$ cat config.mk
export PLATFORM = sky130hd
export DESIGN_NAME = fetch_queue_flat
export DESIGN_NICKNAME = d
export VERILOG_FILES = /design/src/rtl/fq_pkg.sv /design/src/rtl/fq_if.sv /design/src/rtl/fq_storage.sv /design/src/rtl/fetch_queue.sv /design/src/flat_wrapper.sv
export SDC_FILE = /design/constraint.sdc
export NUM_CORES = 1
export LEC_CHECK = 0
export ABC_AREA = 1
export BUFFER_PORTS_ARGS = -buffer_cell sky130_fd_sc_hd__buf_4
export CORE_ASPECT_RATIO = 0.6
export CORE_UTILIZATION = 30
export DETAILED_ROUTE_END_ITERATION = 12
export PLACE_DENSITY = 0.45
export SLEW_MARGIN = 15
export SYNTH_ARGS = -nofsm -noshare
export SYNTH_HDL_FRONTEND = slang
export SYNTH_SLANG_ARGS = --single-unit
export TNS_END_PERCENT = 20
$ cat constraint.sdc
create_clock -name Clk -period 12.9 [get_ports Clk]
set_clock_uncertainty 0.1 [all_clocks]
set_input_delay 1.935 -clock Clk [delete_from_list [all_inputs] [get_ports Clk]]
set_output_delay 1.935 -clock Clk [all_outputs]
set_load 0.03 [all_outputs]
$ cat src/rtl/fq_pkg.sv
// Shared constants and the entry layout for the fetch queue.
package fq_pkg;

    localparam int FQ_DEPTH  = 4;
    localparam int INSTR_W   = 32;
    localparam int ADDR_W    = 32;
    localparam int ENTRY_W   = 1 + ADDR_W + ADDR_W + INSTR_W;
    localparam logic [INSTR_W-1:0] NOP_INSTR = 32'h0000_0000;

    // MSB-first layout: {adel, pcplus, pc, instr}
    typedef struct packed {
        logic              adel;
        logic [ADDR_W-1:0] pcplus;
        logic [ADDR_W-1:0] pc;
        logic [INSTR_W-1:0] instr;
    } fq_entry_t;

    function automatic fq_entry_t make_entry(input logic [INSTR_W-1:0] instr,
                                             input logic [ADDR_W-1:0]  pc,
                                             input logic [ADDR_W-1:0]  pcplus);
        fq_entry_t e;
        e.instr  = instr;
        e.pc     = pc;
        e.pcplus = pcplus;
        e.adel   = (pc[1:0] != 2'b00);
        return e;
    endfunction

endpackage

$ cat src/rtl/fq_if.sv
// Fetch-side and decode-side handshake bundle of the fetch queue.
interface fq_if;
    import fq_pkg::*;

    logic               In_Valid;
    logic               In_Ready;
    logic [INSTR_W-1:0] In_Instr;
    logic [ADDR_W-1:0]  In_PC;
    logic [ADDR_W-1:0]  In_PCPlus;
    logic               Out_Valid;
    logic               Out_Ready;
    logic [INSTR_W-1:0] Out_Instr;
    logic [ADDR_W-1:0]  Out_PC;
    logic [ADDR_W-1:0]  Out_PCPlus;
    logic               Out_AdEL;

    // slave is the queue; master is the fetch/decode side around it
    modport slave (
        input  In_Valid, In_Instr, In_PC, In_PCPlus, Out_Ready,
        output In_Ready, Out_Valid, Out_Instr, Out_PC, Out_PCPlus, Out_AdEL
    );

    modport master (
        output In_Valid, In_Instr, In_PC, In_PCPlus, Out_Ready,
        input  In_Ready, Out_Valid, Out_Instr, Out_PC, Out_PCPlus, Out_AdEL
    );

endinterface

$ cat src/rtl/fq_storage.sv
// Entry array: one synchronous write port, one asynchronous read port.
module fq_storage
    import fq_pkg::*;
#(
    parameter int DEPTH = FQ_DEPTH,
    parameter int PTR_W = $clog2(DEPTH)
) (
    input  logic               clk,
    input  logic               we,
    input  logic [PTR_W-1:0]   waddr,
    input  logic [ENTRY_W-1:0] wdata,
    input  logic [PTR_W-1:0]   raddr,
    output logic [ENTRY_W-1:0] rdata
);

    // Contents are don't-care until written, so no reset here.
    logic [ENTRY_W-1:0] mem_q [DEPTH];

    always_ff @(posedge clk) begin
        if (we) mem_q[waddr] <= wdata;
    end

    assign rdata = mem_q[raddr];

endmodule

$ cat src/rtl/fetch_queue.sv
// In-order fetch-to-decode buffer with valid/ready on both sides and redirect flush.
module fetch_queue
    import fq_pkg::*;
#(
    parameter int DEPTH = FQ_DEPTH,
    parameter int PTR_W = $clog2(DEPTH)
) (
    input  logic         Clk,
    input  logic         Rst,
    input  logic         Flush,
    fq_if.slave          q,
    output logic [PTR_W:0] Count
);

    logic [PTR_W-1:0] wr_ptr_q, wr_ptr_d;
    logic [PTR_W-1:0] rd_ptr_q, rd_ptr_d;
    logic [PTR_W:0]   count_q,  count_d;
    logic             in_ready, out_valid, push, pop;
    fq_entry_t        wr_entry, rd_entry;

    // Handshake flags come only from registered occupancy.
    assign in_ready  = (count_q != (PTR_W+1)'(DEPTH));
    assign out_valid = (count_q != '0);
    assign push      = q.In_Valid && in_ready && !Flush;
    assign pop       = out_valid && q.Out_Ready && !Flush;

    assign wr_entry = make_entry(q.In_Instr, q.In_PC, q.In_PCPlus);

    always_comb begin
        wr_ptr_d = wr_ptr_q;
        rd_ptr_d = rd_ptr_q;
        count_d  = count_q;
        if (Flush) begin
            wr_ptr_d = '0;
            rd_ptr_d = '0;
            count_d  = '0;
        end else begin
            if (push) wr_ptr_d = wr_ptr_q + PTR_W'(1);
            if (pop)  rd_ptr_d = rd_ptr_q + PTR_W'(1);
            if (push && !pop)      count_d = count_q + (PTR_W+1)'(1);
            else if (pop && !push) count_d = count_q - (PTR_W+1)'(1);
        end
    end

    always_ff @(posedge Clk or negedge Rst) begin
        if (!Rst) begin
            wr_ptr_q <= '0;
            rd_ptr_q <= '0;
            count_q  <= '0;
        end else begin
            wr_ptr_q <= wr_ptr_d;
            rd_ptr_q <= rd_ptr_d;
            count_q  <= count_d;
        end
    end

    fq_storage #(.DEPTH(DEPTH), .PTR_W(PTR_W)) u_storage (
        .clk   (Clk),
        .we    (push),
        .waddr (wr_ptr_q),
        .wdata (wr_entry),
        .raddr (rd_ptr_q),
        .rdata (rd_entry)
    );

    // Empty queue presents a nop with zeroed metadata.
    assign q.In_Ready   = in_ready;
    assign q.Out_Valid  = out_valid;
    assign q.Out_Instr  = out_valid ? rd_entry.instr  : NOP_INSTR;
    assign q.Out_PC     = out_valid ? rd_entry.pc     : '0;
    assign q.Out_PCPlus = out_valid ? rd_entry.pcplus : '0;
    assign q.Out_AdEL   = out_valid & rd_entry.adel;
    assign Count        = count_q;

endmodule

$ cat src/flat_wrapper.sv
// flat-port wrapper written by rule: the top's interface ports become plain ports
module fetch_queue_flat import fq_pkg::*;
#(
    parameter int DEPTH = FQ_DEPTH,
    parameter int PTR_W = $clog2(DEPTH)
)
  (Clk, Rst, Flush, Count, q_In_Valid, q_In_Instr, q_In_PC, q_In_PCPlus, q_Out_Ready, q_In_Ready, q_Out_Valid, q_Out_Instr, q_Out_PC, q_Out_PCPlus, q_Out_AdEL);
  fq_if q_i ();
  input  logic Clk;
  input  logic Rst;
  input  logic Flush;
  output logic [PTR_W:0] Count;
  input wire logic [$bits(q_i.In_Valid)-1:0] q_In_Valid;
  input wire logic [$bits(q_i.In_Instr)-1:0] q_In_Instr;
  input wire logic [$bits(q_i.In_PC)-1:0] q_In_PC;
  input wire logic [$bits(q_i.In_PCPlus)-1:0] q_In_PCPlus;
  input wire logic [$bits(q_i.Out_Ready)-1:0] q_Out_Ready;
  output wire logic [$bits(q_i.In_Ready)-1:0] q_In_Ready;
  output wire logic [$bits(q_i.Out_Valid)-1:0] q_Out_Valid;
  output wire logic [$bits(q_i.Out_Instr)-1:0] q_Out_Instr;
  output wire logic [$bits(q_i.Out_PC)-1:0] q_Out_PC;
  output wire logic [$bits(q_i.Out_PCPlus)-1:0] q_Out_PCPlus;
  output wire logic [$bits(q_i.Out_AdEL)-1:0] q_Out_AdEL;
  assign q_i.In_Valid = q_In_Valid;
  assign q_i.In_Instr = q_In_Instr;
  assign q_i.In_PC = q_In_PC;
  assign q_i.In_PCPlus = q_In_PCPlus;
  assign q_i.Out_Ready = q_Out_Ready;
  assign q_In_Ready = q_i.In_Ready;
  assign q_Out_Valid = q_i.Out_Valid;
  assign q_Out_Instr = q_i.Out_Instr;
  assign q_Out_PC = q_i.Out_PC;
  assign q_Out_PCPlus = q_i.Out_PCPlus;
  assign q_Out_AdEL = q_i.Out_AdEL;
  fetch_queue #(.DEPTH(DEPTH), .PTR_W(PTR_W)) u_core (.Clk(Clk), .Rst(Rst), .Flush(Flush), .q(q_i), .Count(Count));
endmodule
Yosys cells after proc, flatten, opt, wreduce, memory -nomap -nowiden
Memory sizes are Yosys's and may differ from the RTL's.
Cells that the tools add are included.
Widths: inputs -> output; s select.
- memories kept: 1
- memory bits (writable): 388
- register bits after elaboration: 7
- output and inout bits: 102
- equal/unequal tests: 1
- reductions and logical operators: 14
- bitwise operators: 1
- add/sub/neg operators: 4
- muxes and demuxes: 12
- memories (name ; words ; width ; rd ports ; clocked after Yosys merged registers in ; write ports ; RTL line ; source):
    u_core.u_storage.mem_q ; 4 ; 97 ; 1 ; 0 ; 1 ; fq_storage.sv:17 ; logic [ENTRY_W-1:0] mem_q [DEPTH];
- operators by type and width (cell ; number):
    $mux 32 ; 3
    $mux 3 ; 3
    $mux 2 ; 4
    $logic_and 1x1->1 ; 6
    $reduce_bool 2->1 ; 3
    $reduce_bool 3->1 ; 2
    $add 2x1->2 const B ; 2
    $add 3x1->3 const B ; 1
    $logic_not 1->1 ; 3
    $ne 3x3->1 const B ; 1
    $sub 3x1->3 const B ; 1
    $mux 1 ; 2
    $and 1x1->1 ; 1

Depth between registers and ports, before layout
Gate-level depths: netlist of the first run.
- depth in word-level cells: 8
- gate-level depth with buffers: 11
- depth with buffers taken out: 11

Hierarchy
Synthesis of the first run repeated with hierarchy kept, for this count alone.
- cell total of the unflattened synthesis: 1788
- area total of the unflattened synthesis: 17569.4 um^2
- by module, submodules not included (module ; cells an instance ; instances ; area an instance (um^2)):
    fq_storage ; 1528 ; 1 ; 16350.7
    fetch_queue ; 260 ; 1 ; 1218.7

Worst setup path after synthesis of the first run
No wires, ideal clock.
- path type: input to register
- start: input q_In_Valid
- end: memory u_core.u_storage.mem_q[0][0] (netlist name) (enable)
- stages: 4
- data arrival time: 6264 ps
- setup slack: 5982 ps
- path buffers: 0
- cells stage by stage: inv_1 a21oi_2 nand2_1 nor2_1
- cells in the longest elaborated chain, start to end: 4
- ends and longest elaborated chain (item ; RTL line ; source):
    from (decl) ; flat_wrapper.sv:13 ; input wire logic [$bits(q_i.In_Valid)-1:0] q_In_Valid;
    $logic_and 1x1->1 (2 in a row) ; fetch_queue.sv:24 ; assign push = q.In_Valid && in_ready && !Flush;
    $mux 1 ; fq_storage.sv:20 ; if (we) mem_q[waddr] <= wdata;
    $mux 1 (not written as such) ; fq_storage.sv:20 ;
    to (decl) ; fq_storage.sv:17 ;
Every way passes these cells.

Worst setup path after layout of the first run
- start: register u_core.rd_ptr_q[0]
- end: output q_Out_PCPlus[29]
- cells in the longest elaborated chain, start to end: 2
- ends and longest elaborated chain (item ; RTL line ; source):
    from (decl) ; fetch_queue.sv:16 ; logic [PTR_W-1:0] rd_ptr_q, rd_ptr_d;
    from (signal assigned) ; fetch_queue.sv:52 ; rd_ptr_q <= rd_ptr_d;
    $mem_v2 4x97 ; -- ;
    $mux 32 ; fetch_queue.sv:71 ; assign q.Out_PCPlus = out_valid ? rd_entry.pcplus : '0;
    to (decl) ; flat_wrapper.sv:22 ; output wire logic [$bits(q_i.Out_PCPlus)-1:0] q_Out_PCPlus;
Every way passes these cells.

==> results.ini, run 1 <==
[outcome]
status=completed

[worst_hold_path]
min_from=u_core.Count[0]$_DFFE_PN0P_
min_path_type=reg2reg

[power]
p_seq_share_pct=36.6
clock_power_share_pct=27.3
finalPower_mw=4.21
p_sw_share_pct=37.9
p_comb_share_pct=36.1
cellPowerDensity_nw_per_um2=223
cellInternalPower_mw=2.61
cellLeakagePower_nw=6.63
p_sw_mw=1.59
ir_drop_uv=135

[synthesis]
syn-cell-area_sq_um=15500
synth_top_flop_cell=edfxtp_1
syn_avg_cell_area_sq_um=12.8
yosysSeqAreaShare_pct=76.4
yosysWarnings=0
yosys_register_bits=395
synth_cell_type_count=24
synth_nets=1318
syn_inst=1212
synth_edf_count=388
async_flop_share_pct=1.77

[clock_tree]
cts.sinks=395
numCtsBuffers=40
cts_tree=yes
cts_buffer_depth=3
cts.hold.buffers_added=0
clk_latency_ps=520
path_clk_slew_ps=60
cts-htree-levels=2
ctsRootBufferMaster=clkbuf_16
postCtsSetupRepairBufs=0
cts_resized=0

[floorplanning]
initial_core_util_pct=30.4
core_sq_um=50900
rows=64
die_y_um=178
die_area_sq_um=52500
ioPinCount=203
die_w_um=295

[detailed_routing]
drc=0
drtPass1Iterations=4
ant_nets=0
wl_per_cell_um=18.4
totalWireLength_mm=38.9
vias=9473
dr.first_iter.drc_count=499
drt-vias-per-instance=4.47

[sta]
max_freq_mhz=179
slew_headroom_pct=27.2
tns_ps=0
setup_slack_ps=7310
finalCritPeriodShare_pct=43.3
whs_ps=498
period_needed_ps=5590
maxSlewViolCount=0
worstMarginPinSlew_ps=1090
grt_setup_unrepaired=no
finalSetupViolations=0
hold_viol_final=0

[cells_and_area]
num_antenna_cells=0
nets=1503
synthToLayoutAreaGrowth_pct=22.0
multi_input_area_sq_um=3210
final_core_util_pct=37.1
layout-drive-gt1-share_pct=20.5
fillers=4984
final_design_area_no_fill_sq_um=18900
fin_cells=2118
seqCellArea_sq_um=11800

[placement]
dp.cells=2048
dp_slack_ps=7740
routabilityCongestion=0.749
place_hpwl_mm=20.4
port_buffers=202
dpl_cell_area_sq_um=17600

[global_routing]
grt_pass1_vias=9389
grt_max_degree=107
grt_pass1_wl_mm=58.0
grtUsageTotal_pct=14.7
grt.overflow.total=0
antenna_found_initial=1

[worst_setup_path]
worstSetupPathType=reg2out
critPathLaunch=u_core.rd_ptr_q[0]$_DFFE_PN0P_
slowest_delay_ps=880
critPathCaptureType=output pin
arrival_ps=3560
r2r-start=u_core.Count[2]$_DFFE_PN0P_
cp-start-kind=register
cpLargestDelayFamily=buffers and inverters
crit_slowest_cell=buf_4
path_buf_inv=3
crit_required_ps=10860
cp_cell_sequence=inv_6 > buf_4 > o21ai_0 > a21oi_1 > buf_4
cp_max_fo=106
crit_top_cell=buf_4

[job]
maxCapViolations=0

## cells in the final DEF (no fill, tap or decap), types with 3 or more instances in the layout
cell       count
dfrtp_1        5
clkinv_1       7
nand2_1       21
clkbuf_16     41
clkinv_2       8
inv_2          3
bufinv_16      4
o21ai_1      131
ha_1           4
inv_1         11
nor2_4         5
buf_4        217
o21ai_0       67
edfxtp_1     388
a21oi_1      100
nor2_1       390
clkbuf_1       6
## flip-flops by register name, summed over array words and instances, names as in the netlist
signal and cells:
u_core.u_storage.mem_q 388, u_core.Count 3, u_core.rd_ptr_q 2, u_core.wr_ptr_q 2
## synthesized netlist by cell type (2+ instances only)
cell type | number | share of area (%)
a21oi_1 | 100 | 3.2
buf_2 | 26 | 0.84
buf_4 | 19 | 0.92
buf_6 | 3 | 0.22
clkbuf_1 | 23 | 0.56
clkbuf_2 | 2 | 0.065
dfrtp_1 | 7 | 1.1
edfxtp_1 | 388 | 75
ha_1 | 4 | 0.32
inv_1 | 11 | 0.27
inv_2 | 6 | 0.15
nand2_1 | 21 | 0.51
nand2_2 | 2 | 0.081
nor2_1 | 394 | 9.6
o21ai_0 | 67 | 2.2
o21ai_1 | 131 | 4.2
## final cells by class
| type | instances | share of cell area, % |
|---|---|---|
| Inverter | 17 | 0.391 |
| Sequential cell | 395 | 62.6 |
| Multi-Input combinational cell | 726 | 17.0 |
| Clock buffer | 48 | 5.62 |
| Timing Repair Buffer | 217 | 8.62 |
| Clock inverter | 22 | 1.12 |
| Tap cell | 693 | 4.59 |
## per-layer routing
metal | global-route usage, % | up-vias | wire length (um)
li1 | - | 4656 | -
met1 | 19.7 | 4590 | 18000
met2 | 24.1 | 174 | 18200
met3 | 3.41 | 51 | 2050
met4 | 3.26 | 2 | 659
met5 | 0 | - | 9
## power by group through the flow
stage / registers [mW] / clock network, mW / logic, mW
after global routing: 1.55 / 1.23 / 1.66
after CTS: 1.54 / 1.18 / 1.56
after floorplan: 1.56 / 0 / 0.990
after detailed placement: 1.57 / 0 / 1.56
after global placement: 1.57 / 0 / 1.55
final: 1.54 / 1.15 / 1.52
## path summary, 6_finish.rpt
| kind | end | slack [ps] | cells after the start |
|---|---|---|---|
| worst min-delay path | u_core.Count[0]$_DFFE_PN0P_ | 500 | 2 |
| worst max-delay path | q_Out_PCPlus[29] | 7310 | 5 |
| worst min register to register | u_core.Count[0]$_DFFE_PN0P_ | 500 | 2 |
| min in group asynchronous | u_core.rd_ptr_q[0]$_DFFE_PN0P_ | 1110 | 1 |
| max in group asynchronous | u_core.rd_ptr_q[1]$_DFFE_PN0P_ | 11450 | 1 |
| worst max register to register | u_core.u_storage.mem_q[2][8]$_DFFE_PP_ | 9840 | 5 |
## worst register-to-register path, stage by stage (launching register included)
cell	delay (ps)
dfrtp_1	460
a21oi_2	210
nand2_1	270
nor2_4	150
buf_4	490
buf_4	940
## cells by family (layout without fill, tap and decap cells)
kind of cell | count (synthesis) | in the layout | synth area share (%)
compound gates | 299 | 299 | 9.69
xor+xnor | 1 | 1 | 0.0566
fa+ha+maj | 5 | 5 | 0.453
buf+inv | 91 | 304 | 3.04
flops | 395 | 395 | 76.4
simple gates | 421 | 421 | 10.4
Power figures use the tool's default switching activity.
==> inputs of run 2 (changes only) <==
- PLACE_DENSITY: 0.45 -> 0.47
- clock period: 12.9 -> 5 ns (I/O delays scaled with it)
==> results.ini, run 2 (synthesis results as in run 1) <==
[floorplanning]
ioPinCount=203  ; unchanged
rows=64  ; unchanged
initial_core_util_pct=30.4  ; unchanged
die_area_sq_um=52500  ; unchanged
core_sq_um=50900  ; unchanged
die_y_um=178  ; unchanged
die_w_um=295  ; unchanged

[sta]
period_needed_ps=3650
grt_setup_unrepaired=no
finalSetupViolations=0  ; unchanged
worstMarginPinSlew_ps=1020  ; -71.3 ps
finalCritPeriodShare_pct=73.0
slew_headroom_pct=31.9  ; +4.8 points
max_freq_mhz=274
setup_slack_ps=1350  ; -5960 ps
hold_viol_final=0  ; unchanged
tns_ps=0  ; unchanged
maxSlewViolCount=0  ; unchanged

[cells_and_area]
layout_common_cells=390 x nor2_1, 388 x edfxtp_1, 214 x buf_4
final_common_cell=nor2_1
multi_input_area_sq_um=3210  ; unchanged
synthToLayoutAreaGrowth_pct=22.3
regMostFlops=u_core.u_storage.mem_q
final_design_area_no_fill_sq_um=18900  ; +0.23%
final_core_util_pct=37.2  ; +0.086 points
largest_reg_flops=388  ; unchanged
nets=1505  ; +0.13%
layout-drive-gt1-share_pct=20.3  ; -0.15 points
seqCellArea_sq_um=11800  ; unchanged
fillers=4921  ; -1.3%

[clock_tree]
ctsRootBufferMaster=clkbuf_16
cts-htree-levels=2  ; unchanged
path_clk_slew_ps=60  ; about the same
cts_buffer_depth=3  ; unchanged
numCtsBuffers=40  ; unchanged
cts_resized=0  ; unchanged
cts.sinks=395  ; unchanged
cts.hold.buffers_added=1  ; +1
clk_latency_ps=530  ; about the same
postCtsSetupRepairBufs=0  ; unchanged
cts_tree=yes

[worst_setup_path]
worstSetupPathType=reg2out
reg2reg_slack_ps=2460  ; -7380 ps
r2r-start=u_core.Count[2]$_DFFE_PN0P_
crit_required_ps=4150  ; -6710 ps
crit_slowest_cell=dfrtp_4
slowest_delay_ps=760  ; -120 ps
endpoint=q_Out_Instr[19]
r2r_cells=4  ; -1
critPathCaptureType=output pin
critPathLaunch=u_core.rd_ptr_q[1]$_DFFE_PN0P_
cp-start-kind=register
r2r_end=u_core.u_storage.mem_q[3][41]$_DFFE_PP_
arrival_ps=2800  ; -760 ps
cp_cell_sequence=inv_4 > buf_12 > nor2_1 > o21ai_1 > a21oi_1 > buf_4
cp_max_fo=63  ; -41%

[placement]
dpl_cell_area_sq_um=17700  ; +0.33%
dp_slack_ps=1880  ; -5850 ps
place_hpwl_mm=20.4  ; about the same
routabilityCongestion=0.709  ; -5.4%
port_buffers=202  ; unchanged

[global_routing]
grt_pass1_vias=9483  ; +1.0%
antenna_found_initial=0  ; -1
grt_pass1_wl_mm=58.1  ; +0.20%
grtUsageTotal_pct=14.5  ; -0.14 points
grt.overflow.total=0  ; unchanged
grt_max_degree=196  ; +83%

[detailed_routing]
totalWireLength_mm=38.3  ; -1.4%
drt-vias-per-instance=4.51  ; +0.83%
drtPass1Iterations=5  ; +1
vias=9561  ; +0.93%
ant_nets=0  ; unchanged
drc=0  ; unchanged
dr.first_iter.drc_count=564  ; +13%
wl_per_cell_um=18.1  ; -1.5%

[power]
cellPowerDensity_nw_per_um2=572  ; +160%
cellLeakagePower_nw=6.64  ; +0.13%
finalPower_mw=10.8  ; +160%
ir_drop_uv=364  ; +170%

[worst_hold_path]
hold_depth=1  ; -1
min_path_type=in2reg

[job]
maxCapViolations=0  ; unchanged

[outcome]
status=completed

-- run 2: cell types whose count changed in the layout (fill, tap and decap cells not counted), moves of 2 or more --
| cell | change |
|---|---|
| buf_12 | +4 |
| buf_4 | -3 |
| clkinv_1 | +2 |
| clkinv_2 | -2 |
-- run 2: area by class of cell --
class / instances / area share [%]
flip-flops and latches: 395 / 62.5
multi-input cells: 726 / 17.0
repair buffers: 219 / 8.96
clock buffers: 48 / 5.61
well taps: 693 / 4.58
clock inverters: 21 / 0.978
inverters: 17 / 0.390
diodes: 1 / 0.0132
-- run 2: worst min path at each step --
stage,end,startpoint,slack (ps)
floorplan,u_core.Count[0]$_DFFE_PN0P_,Rst,350
global placement,u_core.Count[2]$_DFFE_PN0P_,Rst,480
detailed placement,u_core.Count[2]$_DFFE_PN0P_,Rst,480
CTS,u_core.u_storage.mem_q[0][91]$_DFFE_PP_,q_In_PCPlus[27],270
global route,u_core.u_storage.mem_q[0][91]$_DFFE_PP_,q_In_PCPlus[27],280
finish,u_core.u_storage.mem_q[0][52]$_DFFE_PP_,q_In_PC[20],310
-- run 2: critical path: cells and delay by family (launching register included) --
kind,cells,cell delay (ps)
simple gates,1,180
compound gates,2,340
buf+inv,3,840
flops,1,760
-- run 2: metal layers --
metal | global-route usage [%] | up-vias | share of wire (%)
li1 | - | 4658 | -
met1 | 20.1 | 4697 | 47
met2 | 23.4 | 155 | 46
met3 | 2.97 | 51 | 4.5
met4 | 3.37 | 0 | 1.7
met5 | 0 | - | 0
-- run 2: report_power, final --
group | total (mW) | switching [mW] | internal, mW
sequential | 3.93 | 0.0780 | 3.85
combinational | 4.00 | 2.79 | 1.21
clock | 2.91 | 1.24 | 1.67
-- run 2: metrics by stage --
step	hold WS (ps)	cells
after floorplan	354	1212
after global placement	476	2049
after detailed placement	477	2049
after CTS	271	2119
after global routing	276	2119
final	312	2120
==> inputs of run 3 (changes only) <==
- PLACE_DENSITY: 0.47 -> 0.45
- clock period: 5 -> 3.5 ns (I/O delays scaled with it)
==> results.ini, run 3 (synthesis results as in run 1) <==
[cells_and_area]
largest_reg_flops=388  ; unchanged
final_common_cell=nor2_1
nets=1514  ; +0.60%
final_core_util_pct=37.6  ; +0.46 points
final_design_area_no_fill_sq_um=19200  ; +1.2%
regMostFlops=u_core.u_storage.mem_q
layout_common_cells=390 x nor2_1, 388 x edfxtp_1, 212 x buf_4
num_antenna_cells=0  ; -1
fin_cells=2130  ; +0.47%
layout-drive-gt1-share_pct=20.7  ; +0.33 points
synthToLayoutAreaGrowth_pct=23.8

[power]
cellPowerDensity_nw_per_um2=823  ; +44%
cellLeakagePower_nw=6.75  ; +1.6%
ir_drop_uv=365  ; +0.24%

[job]
maxCapViolations=0  ; unchanged

[sta]
finalSetupViolations=0  ; unchanged
grt_setup_unrepaired=no
setup_slack_ps=271  ; -1080 ps
worstMarginPinSlew_ps=858  ; -163 ps
period_needed_ps=3230
whs_ps=92.2  ; -219 ps
slew_headroom_pct=42.8  ; +11 points
hold_viol_final=0  ; unchanged
finalCritPeriodShare_pct=92.3
maxSlewViolCount=0  ; unchanged
max_freq_mhz=310

[detailed_routing]
totalWireLength_mm=38.5  ; +0.39%
drtPass1Iterations=5  ; unchanged
vias=9522  ; -0.41%
drc=0  ; unchanged
dr.first_iter.drc_count=539  ; -4.4%
drt-vias-per-instance=4.47  ; -0.88%
ant_nets=0  ; unchanged
wl_per_cell_um=18.1  ; about the same

[worst_setup_path]
cpLargestDelayFamily=flip-flops
worstSetupPathType=reg2out
crit_slowest_cell=dfrtp_4
path_buf_inv=3  ; unchanged
cp_max_fo=79  ; +25%
slowest_delay_ps=980  ; +220 ps
cp_cell_sequence=inv_6 > buf_12 > o21ai_0 > a21oi_1 > buf_4
reg2reg_slack_ps=1270  ; -1190 ps
arrival_ps=2600  ; -200 ps
crit_required_ps=2870  ; -1280 ps
cp-start-kind=register
critPathCaptureType=output pin

[clock_tree]
path_clk_slew_ps=60  ; about the same
numCtsBuffers=42  ; +5.0%
postCtsSetupRepairBufs=0  ; unchanged
cts_tree=yes
clk_latency_ps=530  ; about the same
cts_buffer_depth=3  ; unchanged
cts-htree-levels=2  ; unchanged
ctsRootBufferMaster=clkbuf_16
cts.sinks=395  ; unchanged

[placement]
dp.cells=2056  ; +0.34%
dp_slack_ps=766  ; -1120 ps
place_hpwl_mm=21.2  ; +3.8%
routabilityCongestion=0.710  ; +0.23%
port_buffers=202  ; unchanged
dpl_cell_area_sq_um=17800  ; +0.93%

[floorplanning]
rows=64  ; unchanged
die_y_um=178  ; unchanged
initial_core_util_pct=30.4  ; unchanged
ioPinCount=203  ; unchanged
core_sq_um=50900  ; unchanged
die_area_sq_um=52500  ; unchanged
die_w_um=295  ; unchanged

[global_routing]
antenna_found_initial=0  ; unchanged
grt_pass1_wl_mm=58.4  ; +0.49%
grt.overflow.total=0  ; unchanged
grt_max_degree=85  ; -57%
grt_pass1_vias=9588  ; +1.1%
grtUsageTotal_pct=14.6  ; +0.055 points

[outcome]
status=completed

[worst_hold_path]
min_path_type=in2reg

[run 3: cell count changes in the layout (fill, tap and decap cells not counted), moves of 2 or more]
cell / previous run / this run
clkinvlp_4: 2 / 0
buf_12: 4 / 13
clkbuf_1: 6 / 14
buf_4: 214 / 212
clkbuf_16: 41 / 45
clkinv_1: 9 / 5
[run 3: power by group]
| group | internal (mW) | switching (mW) |
|---|---|---|
| Sequential | 5.50 | 0.195 |
| Combinational | 1.84 | 3.92 |
| Clock | 2.56 | 1.77 |
[run 3: stage by stage]
stage                     power (mW)  TNS (ps)
after global placement          11.7         0
after global routing            16.7         0
final                           15.8         0
after floorplan                 9.37   -203840
after CTS                       16.1         0
after detailed placement        11.7         0
[run 3: final timing paths]
kind / cells past startpoint / startpoint / end
setup / recovery: 5 / u_core.rd_ptr_q[0]$_DFFE_PN0P_ / q_Out_PCPlus[13]
hold / removal: 1 / q_In_PC[24] / u_core.u_storage.mem_q[1][56]$_DFFE_PP_
setup reg to reg: 4 / u_core.Count[2]$_DFFE_PN0P_ / u_core.u_storage.mem_q[0][39]$_DFFE_PP_
hold reg to reg: 2 / u_core.Count[0]$_DFFE_PN0P_ / u_core.Count[0]$_DFFE_PN0P_
max in group asynchronous: 2 / Rst / u_core.rd_ptr_q[1]$_DFFE_PN0P_
min in group asynchronous: 2 / Rst / u_core.Count[2]$_DFFE_PN0P_
[run 3: what timing repair did]
action	in CTS	in global routing
hold endpoints to repair	7	0
hold buffers	1	0
gates resized for setup	0	0
setup endpoints to repair	0	0
[run 3: cell type report]
class / count / area [sq um]
Clock buffer: 59 / 1180
Clock inverter: 14 / 143
Fill cell: 4956 / 31800
Inverter: 17 / 73.8
Multi-Input combinational cell: 726 / 3210
Sequential cell: 395 / 11800
Tap cell: 693 / 867
Timing Repair Buffer: 226 / 1860
[run 3: routing by layer]
layer | GRT usage (%) | up-vias | wire [um] | share of wire (%)
li1 | - | 4679 | - | -
met1 | 19.8 | 4626 | 17800 | 46
met2 | 24.0 | 163 | 18100 | 47
met3 | 2.89 | 54 | 1810 | 4.7
met4 | 3.50 | 0 | 690 | 1.8
met5 | 0 | - | 0 | 0
